<file path="config.mk">
export PLATFORM = sky130hd
export DESIGN_NAME = player_anim_sequencer_flat
export DESIGN_NICKNAME = d
export VERILOG_FILES = /design/src/rtl/anim_pkg.sv /design/src/rtl/player_anim_sequencer_if.sv /design/src/rtl/anim_frame_timer.sv /design/src/rtl/player_anim_sequencer.sv /design/src/flat_wrapper.sv
export SDC_FILE = /design/constraint.sdc
export NUM_CORES = 1
export LEC_CHECK = 0
export ABC_AREA = 1
export BUFFER_PORTS_ARGS = -buffer_cell sky130_fd_sc_hd__buf_2
export CELL_PAD_IN_SITES_DETAIL_PLACEMENT = 0
export CELL_PAD_IN_SITES_GLOBAL_PLACEMENT = 1
export CORE_MARGIN = 8
export CORE_UTILIZATION = 37
export CTS_CLUSTER_SIZE = 25
export DETAILED_ROUTE_END_ITERATION = 7
export PLACE_DENSITY = 0.84
export SLEW_MARGIN = 20
export SYNTH_ARGS = -nofsm -noshare
export SYNTH_HDL_FRONTEND = slang
export SYNTH_SLANG_ARGS = --single-unit
</file>
<file path="constraint.sdc">
create_clock -name clk -period 2.14 [get_ports clk]
set_clock_uncertainty 0.15 [all_clocks]
set_input_delay 0.428 -clock clk [delete_from_list [all_inputs] [get_ports clk]]
set_output_delay 0.428 -clock clk [all_outputs]
set_load 0.02 [all_outputs]
</file>
<file path="src/rtl/anim_pkg.sv">
// anim_pkg
//   Shared definitions for the player animation sequencer and the sprite
//   renderer: animation state codes and attack_type decode constants.
//   Codes 7..15 of the 4-bit state field are never produced.
package anim_pkg;

    typedef enum logic [3:0] {
        S_IDLE = 4'd0,
        S_WALK = 4'd1,
        S_JUMP = 4'd2,
        S_ATK1 = 4'd3,
        S_ATK2 = 4'd4,
        S_HIT  = 4'd5,
        S_ATK3 = 4'd6
    } anim_state_e;

    // attack_type decode: 0 and 1 both select ATK1.
    localparam logic [1:0] ATK_TYPE_2 = 2'd2;
    localparam logic [1:0] ATK_TYPE_3 = 2'd3;

    // External states take their frame index from a gameplay module
    // instead of the internal frame timer.
    function automatic logic is_external(anim_state_e s);
        return (s == S_JUMP) || (s == S_ATK1) || (s == S_ATK2) || (s == S_ATK3);
    endfunction

endpackage

</file>
<file path="src/rtl/player_anim_sequencer_if.sv">
// player_anim_sequencer_if
//   Bundles the gameplay-facing request signals and the renderer-facing
//   animation outputs of one player's sequencer.
//   master : gameplay side (drives requests, observes animation outputs)
//   slave  : the sequencer (observes requests, drives animation outputs)
//
//   There is no valid/ready handshake here: requests are level signals that
//   are sampled only on SCEN cycles, and the outputs are registered levels
//   plus single-clock event pulses (anim_changed, loop_wrap, hit_done).
interface player_anim_sequencer_if #(
    parameter int FRAME_W = 6
);
    logic               hitstun_active;
    logic               attack_active;
    logic [1:0]         attack_type;
    logic [FRAME_W-1:0] attack_frame;
    logic               move_active;
    logic               jump_active;
    logic [FRAME_W-1:0] jump_frame;

    logic [3:0]         anim_state;
    logic [FRAME_W-1:0] anim_frame;
    logic               anim_changed;
    logic               loop_wrap;
    logic               hit_done;

    modport master (
        output hitstun_active, attack_active, attack_type, attack_frame,
               move_active, jump_active, jump_frame,
        input  anim_state, anim_frame, anim_changed, loop_wrap, hit_done
    );

    modport slave (
        input  hitstun_active, attack_active, attack_type, attack_frame,
               move_active, jump_active, jump_frame,
        output anim_state, anim_frame, anim_changed, loop_wrap, hit_done
    );
endinterface

</file>
<file path="src/rtl/anim_frame_timer.sv">
// anim_frame_timer
//   Tick divider plus frame counter for the internally timed animations.
//   Ports:
//     clk, reset_n : clock, synchronous active-low reset
//     step_en      : advance the tick divider this clock
//     clear        : force tick and frame to 0 (wins over step_en)
//     loop         : 1 = wrap to frame 0 after the last frame, 0 = hold
//     length       : number of frames in the current animation (1..2^FRAME_W)
//     frame        : current frame index
//     wrap         : combinational, this step wraps a looping animation to 0
//     last         : combinational, this step completes a one-shot animation
module anim_frame_timer #(
    parameter int TICK_W          = 4,
    parameter int FRAME_W         = 6,
    parameter int TICKS_PER_FRAME = 4
) (
    input  logic               clk,
    input  logic               reset_n,
    input  logic               step_en,
    input  logic               clear,
    input  logic               loop,
    input  logic [FRAME_W:0]   length,
    output logic [FRAME_W-1:0] frame,
    output logic               wrap,
    output logic               last
);

    localparam logic [TICK_W-1:0]  TICK_LAST = TICK_W'(TICKS_PER_FRAME - 1);
    localparam logic [FRAME_W:0]   ONE       = (FRAME_W + 1)'(1);

    logic [TICK_W-1:0]  tick_q;
    logic [FRAME_W-1:0] frame_q;
    logic               held_q;   // one-shot has already reported completion

    logic               period_done;
    logic [FRAME_W:0]   last_idx;
    logic [FRAME_W:0]   frame_inc;
    logic               at_end;

    assign period_done = step_en && (tick_q == TICK_LAST);
    assign last_idx    = length - ONE;
    assign frame_inc   = {1'b0, frame_q} + ONE;
    assign at_end      = ({1'b0, frame_q} == last_idx);

    assign wrap  = period_done && loop && at_end;
    // at_end with held_q clear only happens for a one-frame animation, whose
    // first completed period is its completion.
    assign last  = period_done && !loop && !held_q && (at_end || (frame_inc == last_idx));
    assign frame = frame_q;

    always_ff @(posedge clk) begin
        if (!reset_n || clear) begin
            tick_q  <= '0;
            frame_q <= '0;
            held_q  <= 1'b0;
        end else if (step_en) begin
            if (period_done) begin
                tick_q <= '0;
                if (at_end) begin
                    if (loop) begin
                        frame_q <= '0;
                    end
                end else begin
                    frame_q <= frame_inc[FRAME_W-1:0];
                end
                if (last) begin
                    held_q <= 1'b1;
                end
            end else begin
                tick_q <= tick_q + 1'b1;
            end
        end
    end

endmodule

</file>
<file path="src/rtl/player_anim_sequencer.sv">
// player_anim_sequencer
//   Per-player animation state selector and frame sequencer. Picks the
//   animation from the gameplay requests with fixed priority
//   (hitstun > attack > jump > move > idle) and produces the frame index:
//   copied from the gameplay module for JUMP/ATK*, generated by
//   anim_frame_timer for IDLE/WALK (looping) and HIT (one-shot).
//   Everything advances only on SCEN game ticks.
//   Ports:
//     clk, reset_n : clock, synchronous active-low reset (overrides SCEN)
//     SCEN         : game-tick enable
//     bus          : request inputs and animation outputs (slave modport)
//   The anim_state output is the FSM state register itself.
module player_anim_sequencer
    import anim_pkg::*;
#(
    parameter int FRAME_W         = 6,
    parameter int TICK_W          = 4,
    parameter int TICKS_PER_FRAME = 4,
    parameter int IDLE_FRAMES     = 4,
    parameter int WALK_FRAMES     = 6,
    parameter int HIT_FRAMES      = 3
) (
    input  logic clk,
    input  logic reset_n,
    input  logic SCEN,
    player_anim_sequencer_if.slave bus
);

    localparam logic [FRAME_W:0] IDLE_LEN = (FRAME_W + 1)'(IDLE_FRAMES);
    localparam logic [FRAME_W:0] WALK_LEN = (FRAME_W + 1)'(WALK_FRAMES);
    localparam logic [FRAME_W:0] HIT_LEN  = (FRAME_W + 1)'(HIT_FRAMES);

    anim_state_e        state_q;
    anim_state_e        next_state;
    logic [FRAME_W-1:0] ext_frame_q;
    logic [FRAME_W-1:0] ext_sel;
    logic               state_change;
    logic               next_is_ext;

    logic               anim_changed_q;
    logic               loop_wrap_q;
    logic               hit_done_q;

    logic               timer_clear;
    logic               timer_step;
    logic               timer_loop;
    logic [FRAME_W:0]   timer_len;
    logic [FRAME_W-1:0] timer_frame;
    logic               timer_wrap;
    logic               timer_last;

    // Priority arbiter.
    always_comb begin
        next_state = S_IDLE;
        if (bus.hitstun_active) begin
            next_state = S_HIT;
        end else if (bus.attack_active) begin
            case (bus.attack_type)
                ATK_TYPE_3: next_state = S_ATK3;
                ATK_TYPE_2: next_state = S_ATK2;
                default:    next_state = S_ATK1;
            endcase
        end else if (bus.jump_active) begin
            next_state = S_JUMP;
        end else if (bus.move_active) begin
            next_state = S_WALK;
        end
    end

    assign state_change = SCEN && (next_state != state_q);
    assign next_is_ext  = is_external(next_state);
    assign ext_sel      = (next_state == S_JUMP) ? bus.jump_frame : bus.attack_frame;

    // Counters restart on any change and stay at 0 while in an external state.
    assign timer_clear  = SCEN && (state_change || next_is_ext);
    assign timer_step   = SCEN && !timer_clear;
    assign timer_loop   = (state_q == S_IDLE) || (state_q == S_WALK);

    always_comb begin
        timer_len = HIT_LEN;
        if (state_q == S_IDLE) begin
            timer_len = IDLE_LEN;
        end else if (state_q == S_WALK) begin
            timer_len = WALK_LEN;
        end
    end

    anim_frame_timer #(
        .TICK_W          (TICK_W),
        .FRAME_W         (FRAME_W),
        .TICKS_PER_FRAME (TICKS_PER_FRAME)
    ) u_timer (
        .clk     (clk),
        .reset_n (reset_n),
        .step_en (timer_step),
        .clear   (timer_clear),
        .loop    (timer_loop),
        .length  (timer_len),
        .frame   (timer_frame),
        .wrap    (timer_wrap),
        .last    (timer_last)
    );

    // State register, external frame latch and pulse registers. The pulse
    // sources are all gated by SCEN, so each pulse drops on the next clock.
    always_ff @(posedge clk) begin
        if (!reset_n) begin
            state_q        <= S_IDLE;
            ext_frame_q    <= '0;
            anim_changed_q <= 1'b0;
            loop_wrap_q    <= 1'b0;
            hit_done_q     <= 1'b0;
        end else begin
            anim_changed_q <= state_change;
            loop_wrap_q    <= timer_wrap;
            hit_done_q     <= timer_last;
            if (SCEN) begin
                state_q <= next_state;
                if (next_is_ext) begin
                    ext_frame_q <= ext_sel;
                end
            end
        end
    end

    assign bus.anim_state   = state_q;
    assign bus.anim_frame   = is_external(state_q) ? ext_frame_q : timer_frame;
    assign bus.anim_changed = anim_changed_q;
    assign bus.loop_wrap    = loop_wrap_q;
    assign bus.hit_done     = hit_done_q;

endmodule

</file>
<file path="src/flat_wrapper.sv">
// flat-port wrapper written by rule: the top's interface ports become plain ports
module player_anim_sequencer_flat import anim_pkg::*;
#(
    parameter int FRAME_W         = 6,
    parameter int TICK_W          = 4,
    parameter int TICKS_PER_FRAME = 4,
    parameter int IDLE_FRAMES     = 4,
    parameter int WALK_FRAMES     = 6,
    parameter int HIT_FRAMES      = 3
)
  (clk, reset_n, SCEN, bus_hitstun_active, bus_attack_active, bus_attack_type, bus_attack_frame, bus_move_active, bus_jump_active, bus_jump_frame, bus_anim_state, bus_anim_frame, bus_anim_changed, bus_loop_wrap, bus_hit_done);
  player_anim_sequencer_if #(.FRAME_W(FRAME_W)) bus_i ();
  input  logic clk;
  input  logic reset_n;
  input  logic SCEN;
  input wire logic [$bits(bus_i.hitstun_active)-1:0] bus_hitstun_active;
  input wire logic [$bits(bus_i.attack_active)-1:0] bus_attack_active;
  input wire logic [$bits(bus_i.attack_type)-1:0] bus_attack_type;
  input wire logic [$bits(bus_i.attack_frame)-1:0] bus_attack_frame;
  input wire logic [$bits(bus_i.move_active)-1:0] bus_move_active;
  input wire logic [$bits(bus_i.jump_active)-1:0] bus_jump_active;
  input wire logic [$bits(bus_i.jump_frame)-1:0] bus_jump_frame;
  output wire logic [$bits(bus_i.anim_state)-1:0] bus_anim_state;
  output wire logic [$bits(bus_i.anim_frame)-1:0] bus_anim_frame;
  output wire logic [$bits(bus_i.anim_changed)-1:0] bus_anim_changed;
  output wire logic [$bits(bus_i.loop_wrap)-1:0] bus_loop_wrap;
  output wire logic [$bits(bus_i.hit_done)-1:0] bus_hit_done;
  assign bus_i.hitstun_active = bus_hitstun_active;
  assign bus_i.attack_active = bus_attack_active;
  assign bus_i.attack_type = bus_attack_type;
  assign bus_i.attack_frame = bus_attack_frame;
  assign bus_i.move_active = bus_move_active;
  assign bus_i.jump_active = bus_jump_active;
  assign bus_i.jump_frame = bus_jump_frame;
  assign bus_anim_state = bus_i.anim_state;
  assign bus_anim_frame = bus_i.anim_frame;
  assign bus_anim_changed = bus_i.anim_changed;
  assign bus_loop_wrap = bus_i.loop_wrap;
  assign bus_hit_done = bus_i.hit_done;
  player_anim_sequencer #(.FRAME_W(FRAME_W), .TICK_W(TICK_W), .TICKS_PER_FRAME(TICKS_PER_FRAME), .IDLE_FRAMES(IDLE_FRAMES), .WALK_FRAMES(WALK_FRAMES), .HIT_FRAMES(HIT_FRAMES)) u_core (.clk(clk), .reset_n(reset_n), .SCEN(SCEN), .bus(bus_i));
endmodule
</file>
# ---- Word-level counts from Yosys, hierarchy flattened
# Cells that the tools add are included.
# Widths: inputs -> output; s select.
dict set report classes {
  shift 0
  n_mux 12
  add_sub_neg 3
  n_mul 0
  magnitude_cmp 0
  n_reduce_logical 27
  div 0
  bitwise 0
  eq_ne 16
}
# op count
set ops {}
lappend ops {{$mux 6} 4}
lappend ops {{$eq 4x2->1 const B} 5}
lappend ops {{$eq 4x3->1 const B} 4}
lappend ops {{$mux 4} 4}
lappend ops {{$logic_or 1x1->1} 10}
lappend ops {{$logic_and 1x1->1} 9}
lappend ops {{$add 6x1->7 const B} 1}
lappend ops {{$eq 6x7->1} 1}
lappend ops {{$eq 7x7->1} 1}
lappend ops {{$mux 7} 1}
lappend ops {{$sub 7x1->7 const B} 1}
lappend ops {{$pmux 3 s2} 1}
lappend ops {{$reduce_and 3->1} 2}
lappend ops {{$add 4x1->4 const B} 1}
lappend ops {{$eq 2x2->1 const B} 2}
lappend ops {{$eq 4x1->1 const B} 1}
lappend ops {{$logic_not 1->1} 4}
lappend ops {{$logic_not 4->1} 1}
lappend ops {{$ne 4x4->1} 1}
lappend ops {{$mux 3} 1}
lappend ops {{$ne 2x2->1 const B} 1}
lappend ops {{$reduce_and 2->1} 1}
lappend ops {{$mux 1} 1}
dict set report word_totals {
  latchBits 0
  reg_bits 24
  mem_bits_rw 0
  mem_bits_ro 0
  inputBits 21
  mem_count 0
}

# ---- Logic depth before layout (Yosys ltp)
# Gate-level depths: netlist of run 1.
dict set report depth {
  ltp_word 17
  mapped_depth 11
}

# ---- Modules after synthesis
# A second synthesis of run 1 with hierarchy kept.
dict set report unflattened {
  cells_unflattened 288
  area_unflattened_um2 1818.0
}
# mod area_each_um2 n_inst cells_per_inst seq_area_each_um2
set modules_own_cells {}
lappend modules_own_cells {anim_frame_timer 1054.8 1 164 220.2}
lappend modules_own_cells {player_anim_sequencer 763.2 1 124 240.2}

# ---- Least setup slack after synthesis of run 1
# OpenSTA, ideal clock, no wires.
dict set report synth_timing {
  path_type {register to output}
  start {register u_core.state_q[1], in the netlist u_core.bus.anim_state[1]}
  end {output bus_anim_frame[0]}
  path_slack_ns 0.044
  n_path_buf 1
  arrival_ns 1.518
  path_stages_with_launch 6
  t_required_ns 1.562
  cell_sequence {dfxtp_1 nor2_1 inv_1 o21ai_0 clkbuf_1 o21ai_0}
}
dict set report synth_between {
  elab_chain_cells 5
  elab_cells_between_ends 8
  classes_between {4 x eq/ne; 1 x mux; 3 x reduce/logical}
}
# element line
set synth_rtl {}
lappend synth_rtl {{from (decl)} player_anim_sequencer.sv:33} ;# anim_state_e state_q;
lappend synth_rtl {{from (signal assigned)} player_anim_sequencer.sv:118} ;# state_q <= next_state;
lappend synth_rtl {{$eq 4x2->1} anim_pkg.sv:24} ;# return (s == S_JUMP) || (s == S_ATK1) || (s == S_ATK2) || (s == S_ATK3);
lappend synth_rtl {{$logic_or 1x1->1 (2 in series)} anim_pkg.sv:24}
lappend synth_rtl {{$logic_or 1x1->1 *} anim_pkg.sv:24}
lappend synth_rtl {{$mux 6 *} player_anim_sequencer.sv:127} ;# assign bus.anim_frame = is_external(state_q) ? ext_frame_q : timer_frame;
lappend synth_rtl {{to (decl)} flat_wrapper.sv:24} ;# output wire logic [$bits(bus_i.anim_frame)-1:0] bus_anim_frame;
# Every way passes the cells marked *; elsewhere a longest branch is shown, timed or not.

# ---- Worst setup path in the final report of run 1
dict set report layout_timing {
  start {register u_core.state_q[1], in the netlist u_core.bus.anim_state[1]}
  end {output bus_anim_frame[2]}
}
# Same word-level chain as after synthesis.

==> run metrics, run 1 <==
layout cell share with drive strength beyond 1=between 20% and 30%; DR vias=1470; worst hold-check path type=reg2reg; min Tclk post-route=~2000 ps; RSZ-0062 raised after global routing=no; LEAKAGE=roughly 0.8 nW; Die Height=between 70 and 80 µm; crit path launch type=register; top cell type's share of synthesized area=roughly 32%; die width=about 80 µm; worst path arrival time=~1500 ps; Avg WL per Cell=around 12 µm; Max Freq=488 MHz; Metal-1 WL=1.71 mm; clock tree buffer depth=2; initial antenna violation count=0; htree depth=1; Global Route Usage Sum=between 10% and 20%; critical path class=reg2out; R2R Setup Slk=between 300 and 400 ps; MaxCap Viol Count=0; worst skew pair latency=260 ps; CTS tree=yes; ys flop type=dfxtp_1; Detailed Place HPWL=approximately 2.8 mm; # placed instances=293; # clock sinks=23; Routed Antenna Nets=0; Worst Setup SP=u_core.bus.anim_state[1]; Logic pwr share=18.4%; EDFF count, synth=0; crit path to=bus_anim_frame[2]; drt pass-1 iters=4; drt initial violations=between 60 and 70; clock share of power=a little over 30%; total gr overflow=0; gpl congestion=between 0.8 and 0.9; fin cells=about 300; FFs w/ async S/R, synth=0%; Hold Buf Count CTS=0; Post-Syn Area=between 1000 and 1500 µm²; global-route wire length before repair=about 6.3 mm; port buffer count=32; Hold Fails Final Rpt=0; die area=between 6000 and 7000 µm²; flops & latches, synth=23; filler instances=roughly 400; pin count of the biggest net entering global routing=13; r2r endpoint=u_core.u_timer.held_q; Reg clk slew, reported paths=approximately 80 ps; Syn Area/Cell=6.63 µm²; max-slew violation count=0; Reg-to-Reg Start=u_core.u_timer.frame[0]; n_diodes=0; post-CTS setup buffers=0; final wirelength=around 3.6 mm; share of the yosys chip area belonging to registers=around a third; Area contributors post-synth=dfxtp_1, nand2_1, inv_1; Root Buffer=clkbuf_8; via/cell ratio=around 4.9; Core Box Area=3690 µm²; nets=around 270; worst-path maximum fanout=7; met3 WL=between 100 and 150 µm; # IOs=34; met2 WL=1.60 mm; std cell rows=22; P_sw=about 0.00025 W; crit share post-route=a little over nine tenths; synth unique cells=30; vias in the first global route=1491; CP required=1560 ps; # setup viols final=0; DRC violations left=0; Initial Util=between 30% and 40%; Reg2Reg Depth=11; switching share of total power=28.1%; status=complete, no violations; Ys Warns=0; Max VDD drop=0.231 mV; syn_nets=between 200 and 250; sequential power share=between 50% and 60%; setup TNS=0 ps; Synth Instances=215; Power Density=511 nW/µm²; endpoint class of the critical path=primary output; CTS buffer count=3; Layout Area Growth over Synthesis=20.9%; Int Power=~0.00063 W; dominant cell type by area after synthesis=dfxtp_1; uppermost routed layer=met4
==> power groups by stage <==
stage          registers, W  clock network, W   logic, W
2_1_floorplan      0.000461                 0  0.0000934
3_3_place_gp       0.000456                 0   0.000153
3_5_place_dp       0.000456                 0   0.000154
4_1_cts            0.000446          0.000276   0.000155
5_1_grt            0.000448          0.000294   0.000182
6_report           0.000446          0.000272   0.000162
==> layout by cell type (no fill, tap or decap), types with 2 or more instances in the layout <==
cell type  instances
nor3_1             3
o22ai_1            6
nand3_1           14
nand3_2            2
dfxtp_1           20
nand3b_1           4
o21ai_1            5
nand2_1           51
clkbuf_8           3
buf_4              9
dfxtp_2            2
nand4_1            8
inv_2              3
nor2_1             5
inv_1             31
buf_2             29
xor2_1             4
nor2_4             2
a21oi_1           18
o21ai_0            9
nand2_2            4
a21oi_2            2
ha_1               2
nor2_2             3
==> Yosys cell counts (2+ instances only) <==
| cell | n |
|---|---|
| inv_1 | 31 |
| nand3b_1 | 4 |
| xor2_1 | 4 |
| clkbuf_1 | 4 |
| o21ai_0 | 15 |
| dfxtp_1 | 23 |
| inv_2 | 3 |
| nor2_2 | 2 |
| nor3_1 | 3 |
| nand2_2 | 4 |
| nor2_4 | 2 |
| buf_2 | 2 |
| nand3_2 | 2 |
| a21oi_2 | 2 |
| o22ai_1 | 6 |
| nand4_1 | 8 |
| nand3_1 | 14 |
| ha_1 | 2 |
| a21oi_1 | 18 |
| nand2_1 | 51 |
| nor2_1 | 6 |
==> final cells by class <==
class	count	area (µm²)	area share, %
clock buffer	4	45.0	2.61
inverter	34	128	7.41
sequential	23	467	27.1
multi-input combinational	150	800	46.4
tap	48	60.1	3.49
timing repair buffer	39	224	13.0
==> cell families after synthesis <==
group	synth area share, %
AND/OR/NAND/NOR	35.2
AO/OA/AOI/OAI	16.0
buffers and inverters	12.0
adder cells (fa/ha/maj)	1.76
XOR/XNOR	2.46
flip-flops	32.3
other	0.263
==> registers in the layout, summed over array words and instances (netlist names) <==
name	count
u_core.bus.loop_wrap	1
u_core.u_timer.tick_q	4
u_core.bus.hit_done	1
u_core.bus.anim_state	3
u_core.ext_frame_q	6
u_core.u_timer.held_q	1
u_core.bus.anim_changed	1
u_core.u_timer.frame	6
==> routing by layer <==
metal / vias up / global-route usage, %
met4: 0 / 6.48
met1: 652 / 14.3
met3: 11 / 1.94
met5: - / 0
met2: 34 / 20.0
li1: 773 / -
==> worst max-delay path, stage by stage, from the launching register on <==
cell and delay (ps):
dfxtp_4 390, nor2_2 50, inv_1 120, o21ai_2 90, clkdlybuf4s15_2 250, o21ai_0 140, buf_2 180
==> worst min path at each step <==
stage                     cells after the start  slack, ps                   to             startpoint
after floorplan                               1        260  u_core.bus.hit_done  u_core.u_timer.held_q
after global placement                        1        270  u_core.bus.hit_done  u_core.u_timer.held_q
after detailed placement                      1        270  u_core.bus.hit_done  u_core.u_timer.held_q
after CTS                                     1        280  u_core.bus.hit_done  u_core.u_timer.held_q
after global routing                          1        300  u_core.bus.hit_done  u_core.u_timer.held_q
final                                         1        280  u_core.bus.hit_done  u_core.u_timer.held_q
==> through the flow <==
stage	utilization, %	setup WS [ps]	cell area [µm²]	hold WS [ps]	power (W)
finish	46.7	92.2	1720	278	0.000880
global placement	44.6	241	1650	265	0.000609
floorplan	-	44.3	1430	259	0.000554
CTS	45.9	3.34	1690	281	0.000876
global route	46.7	3.95	1720	295	0.000924
detailed placement	44.6	235	1650	268	0.000610
==> repair_timing <==
action                                  CTS  global route
resized for setup                         0            15
endpoints found under the hold margin     0             0
endpoints found under the setup margin    0             6
Note: power is estimated with default switching activity, not from simulation.
==> run 2: changes to the inputs <==
CORE_UTILIZATION = 38   (was 37)
HOLD_SLACK_MARGIN = 0.02   (was default)
SYNTH_HIERARCHICAL = 1   (was default)
==> run 2 against run 1 <==
Compared with the run above:
- worst hold slack worse by 29 ps
- worst setup slack worse by 36 ps
- first-iteration DRC count is 52% lower
- global-route usage is 1.5 points higher
- count of clock-buffer cells in the layout is 1 lower
- synthesized cell count is 34% higher
- cell count is 40% higher
- largest cell class unchanged
- combinational power is 130% higher
- core utilization is 6.7 points higher
- flip-flop and latch count stayed put
- cell area is 45% higher
==> run metrics, run 2 <==
htree depth=1; status=complete, no violations; die width=between 80 and 90 µm; vias in the first global route=1968; layout cell share with drive strength beyond 1=34.1%; Core Util, Final=about 53%; synth unique cells=32; Initial Util=around two fifths; clock tree buffer depth=2; most frequent CP cell=buf_2; largest delay contributor family on the critical path=buffers and inverters; Synth Instances=about 290; EDFF count, synth=0; drt pass-1 iters=4; DR vias=1918; final wirelength=approximately 4.5 mm; R2R Setup Slk=100 ps; Post-Syn Area=1820 µm²; setup TNS=0 ps; std cell rows=25; dominant cell type by area after synthesis=dfxtp_1; share of the yosys chip area belonging to registers=between 20% and 30%; Hold Crit Depth=2; endpoint class of the critical path=primary output; Worst Path Buf+Inv=4; nets=about 390; gpl congestion=just under 0.8; Reg2Reg Depth=15; n_diodes=0; Avg WL per Cell=around 11 µm; ys flop type=dfxtp_1; CTS tree=yes; crit share post-route=97.4%; Root Buffer=clkbuf_8; Max VDD drop=0.269 mV; worst-path maximum fanout=6; Hold Buf Count CTS=0; Max Freq=roughly 480 MHz; CTS buffer count=3; fin cells=about 420; CP max stage cell=dfxtp_4; global-route wire length before repair=a little over 8 mm; Syn Area/Cell=6.31 µm²; flops & latches, synth=23; Crit. path cell count=7; # placed instances=slightly above 400; # clock sinks=23; drt initial violations=32; worst hold-check path type=in2reg; RSZ-0062 raised after global routing=yes; CP required=1560 ps; via/cell ratio=~4.6; # setup viols final=0; Power, Total=0.00109 W; commonest cells after routing, fill and taps aside=nand2_1, inv_1, buf_4, nand3_1, buf_2; LEAKAGE=1.28 nW; Hold Fails Final Rpt=0; Power Density=about 440 nW/µm²; initial antenna violation count=0; Area contributors post-synth=dfxtp_1, nand2_1, inv_1; worst setup margin=between 50 and 60 ps; crit path cell chain=nor2_4, inv_2, buf_4, o21ai_2, buf_2, o21ai_0, buf_2; # IOs=34; Detailed Place HPWL=between 3 and 4 mm; max-slew violation count=0; Ys Warns=6; MaxCap Viol Count=0; commonest non-fill, non-tap cell in the layout=nand2_1; port buffer count=32; count leader, synth=nand2_1; Layout Area Growth over Synthesis=37.0%; min Tclk post-route=between 2000 and 2500 ps; Reg clk slew, reported paths=around 80 ps; FFs w/ async S/R, synth=0%; pin count of the biggest net entering global routing=14; Routed Antenna Nets=0; CP peak stage delay=around 360 ps; most common library cells after synthesis=nand2_1, inv_1, nand3_1, dfxtp_1, a21oi_1; critical path class=reg2out; die area=7250 µm²; DRC violations left=0; Core Box Area=4660 µm²; worst path arrival time=approximately 1500 ps; worst skew pair latency=around 260 ps; top cell type's share of synthesized area=between 20% and 30%; Global Route Usage Sum=between 10 and 15%; crit path launch type=register; pre-CTS setup slack=-93.1 ps; total gr overflow=0; Die Height=~85 µm; filler instances=between 400 and 500
[run 2: area by class of cell]
type / instances / area [µm²] / area share, %
clock buffers: 3 / 41.3 / 1.66
clock inverters: 1 / 5.00 / 0.201
flip-flops and latches: 23 / 468 / 18.8
well taps: 54 / 67.6 / 2.71
repair buffers: 62 / 418 / 16.8
inverters: 52 / 198 / 7.94
multi-input cells: 223 / 1290 / 51.9
[run 2: layer usage]
| layer | global-route usage (%) | up-vias | share of wire [%] |
|---|---|---|---|
| li1 | - | 1046 | - |
| met1 | 15.5 | 844 | 46 |
| met2 | 24.6 | 26 | 50 |
| met3 | 2.32 | 2 | 3.3 |
| met4 | 3.88 | 0 | 0.51 |
| met5 | 0 | - | 0 |
[run 2: cells by family after synthesis]
logic type | Yosys count | synth area share, %
AND/OR/NAND/NOR | 165 | 47.1
buffers and inverters | 56 | 12.3
AO/OA/AOI/OAI | 34 | 10.1
flip-flops | 23 | 25.3
XOR/XNOR | 6 | 2.89
adder cells (fa/ha/maj) | 3 | 2.06
other | 1 | 0.206
[run 2: power by group]
group          leakage [nW]  internal [W]  switching, W
sequential            0.189      0.000441    0.00000617
clock                0.0255      0.000130      0.000141
combinational          1.06      0.000157      0.000212
total                  1.28      0.000728      0.000359
[run 2: path summary, 6_finish.rpt]
path / from / to
max: u_core/bus.anim_state[1] / bus_anim_frame[5]
min reg2reg: u_core/u_timer/held_q / u_core/u_timer/held_q
max reg2reg: u_core/bus.anim_state[1] / u_core/u_timer/frame[3]
min: SCEN / u_core/bus.anim_state[1]
[run 2: repair_timing]
| item | in CTS | in global routing |
|---|---|---|
| setup endpoints to repair | 5 | 16 |
| endpoints found under the hold margin | 0 | 0 |
| setup buffers | 0 | 3 |
| gates cloned | 0 | 1 |
| gates resized for setup | 3 | 41 |
| pin swaps | 0 | 13 |
[run 2: through the flow]
step	hold WS (ps)	cell area (µm²)
floorplan	281	1890
global placement	297	2290
detailed placement	307	2290
CTS	250	2350
global route	256	2490
finish	250	2490
==> run 3: changes to the inputs <==
CORE_ASPECT_RATIO = 0.75   (was default)
REMOVE_ABC_BUFFERS = 1   (was default)
==> run 3 against run 2 <==
Compared with the run above:
- non-clock buffer count shrank 5
- total power grew 1.1%
- sequential power hardly changed
- global-route usage down 0.61 points
- sequential share of layout area up 0.24 points
- register-to-register slack is essentially flat
- core utilization rose by 0.087 points
- critical path depth rose by 1
- count of clock-buffer cells in the layout is the same
- cell area decreased by 2.3%
- clock power up 3%
==> run metrics, run 3 (synthesis gave the netlist of run 2 again) <==
status=complete, no violations; Worst Setup SP=u_core/bus.anim_state[2]; DRC violations left=0; port buffer count=32; Avg WL per Cell=11.2 µm; Hold Fails Final Rpt=0; crit path to=bus_anim_frame[1]; Die Height=~76 µm; critical path class=reg2out; # IOs=34; clock tree buffer depth=2; Power, Total=between 0.001 and 0.0015 W; commonest cells after routing, fill and taps aside=nand2_1, inv_1, nand3_1; htree depth=1; Power Density=~450 nW/µm²; Reg-to-Reg Start=u_core/bus.anim_state[2]; worst path arrival time=around 1500 ps; die area=7280 µm²; commonest non-fill, non-tap cell in the layout=nand2_1; worst hold slack=232 ps; Max VDD drop=0.292 mV; Routed Antenna Nets=0; max-slew violation count=0; filler instances=about 460; CP required=approximately 1600 ps; gpl congestion=between 0.7 and 0.8; final wirelength=4.65 mm; Reg clk slew, reported paths=around 90 ps; min Tclk post-route=just over 2000 ps; Reg2Reg Depth=15; DR vias=approximately 1900; MaxCap Viol Count=0; drt initial violations=102; crit path launch type=register; worst hold-check path type=in2reg; fin cells=~420; r2r endpoint=u_core/u_timer/frame[3]; Root Buffer=clkbuf_8; drt pass-1 iters=4; global-route wire length before repair=slightly below 8 mm; worst-path maximum fanout=6; initial antenna violation count=0; Initial Util=40.0%; n_diodes=0; crit share post-route=a little over nine tenths; endpoint class of the critical path=primary output; layout cell share with drive strength beyond 1=about a third; CTS buffer count=3; pin count of the biggest net entering global routing=14; die width=about 96 µm; Core Box Area=about 4500 µm²; LEAKAGE=about 1.2 nW; via/cell ratio=between 4 and 5; worst skew pair latency=270 ps; Global Route Usage Sum=12.9%; CTS tree=yes; vias in the first global route=approximately 1700; total gr overflow=0; # clock sinks=23; nets=384; Detailed Place HPWL=approximately 3.7 mm; # setup viols final=0; R2R Setup Slk=around 100 ps; Layout Area Growth over Synthesis=33.9%; Max Freq=489 MHz; # placed instances=roughly 400; std cell rows=21
[run 3: cell types whose count changed in the layout (fill, tap and decap cells not counted), moves of 2 or more]
cell     change
nor3_2       +2
nand3_2      -4
dfxtp_2      +2
buf_4        -5
nand3_1      +3
dfxtp_4      -2
[run 3: worst min-delay path by stage]
| stage | startpoint | endpoint | slack (ps) | depth (start not counted) |
|---|---|---|---|---|
| after global routing | SCEN | u_core/bus.anim_state[1] | 220 | 2 |
| after CTS | SCEN | u_core/bus.anim_state[1] | 230 | 2 |
| after global placement | u_core/u_timer/held_q | u_core/u_timer/held_q | 300 | 2 |
| after detailed placement | u_core/u_timer/held_q | u_core/u_timer/held_q | 300 | 2 |
| final | SCEN | u_core/bus.anim_state[1] | 230 | 2 |
| after floorplan | u_core/u_timer/held_q | u_core/u_timer/held_q | 280 | 2 |
[run 3: area by class of cell]
type	instances	area, µm²	area share [%]
clock buffer	3	41.3	1.70
clock inverter	1	5.00	0.206
inverter	52	198	8.12
multi-input combinational	223	1280	52.6
sequential	23	463	19.0
tap	57	71.3	2.93
timing repair buffer	57	374	15.4
[run 3: worst max-delay path, stage by stage (launching register included)]
cell     delay, ps
dfxtp_2        340
nor2_4         160
inv_2           70
buf_6          120
o21ai_4         60
buf_6          140
nand2_1         40
o21ai_1         70
buf_2          180
[run 3: repair_timing]
action,in CTS,in global routing
pin swaps,1,14
hold buffers,0,0
cloned,1,0
gates resized for setup,3,38
setup endpoints to repair,13,15
buffers inserted,0,3
endpoints found under the hold margin,0,0
[run 3: routing by layer]
layer	global-route usage [%]	share of wire, %	wire, µm	up-vias
met2	18.9	45	2070	35
met4	2.14	0	0	0
met5	0	0	0	-
met3	3.25	4.3	200	0
li1	-	-	-	1038
met1	18.4	51	2380	850
[run 3: power by group]
group          switching (W)  internal (W)
Clock               0.000150      0.000130
Sequential        0.00000637      0.000442
Combinational       0.000215      0.000155
Total               0.000371      0.000727
[run 3: stage by stage]
step | utilization [%] | worst slack (ps) | TNS (ps) | cell area [µm²]
after floorplan | - | -135 | -373 | 1850
after global placement | 49.3 | 25.0 | 0 | 2240
after detailed placement | 49.3 | -24.2 | -133 | 2240
after CTS | 50.6 | 3.85 | 0 | 2300
after global routing | 53.5 | -33.3 | -56.9 | 2430
final | 53.5 | 94.7 | 0 | 2430
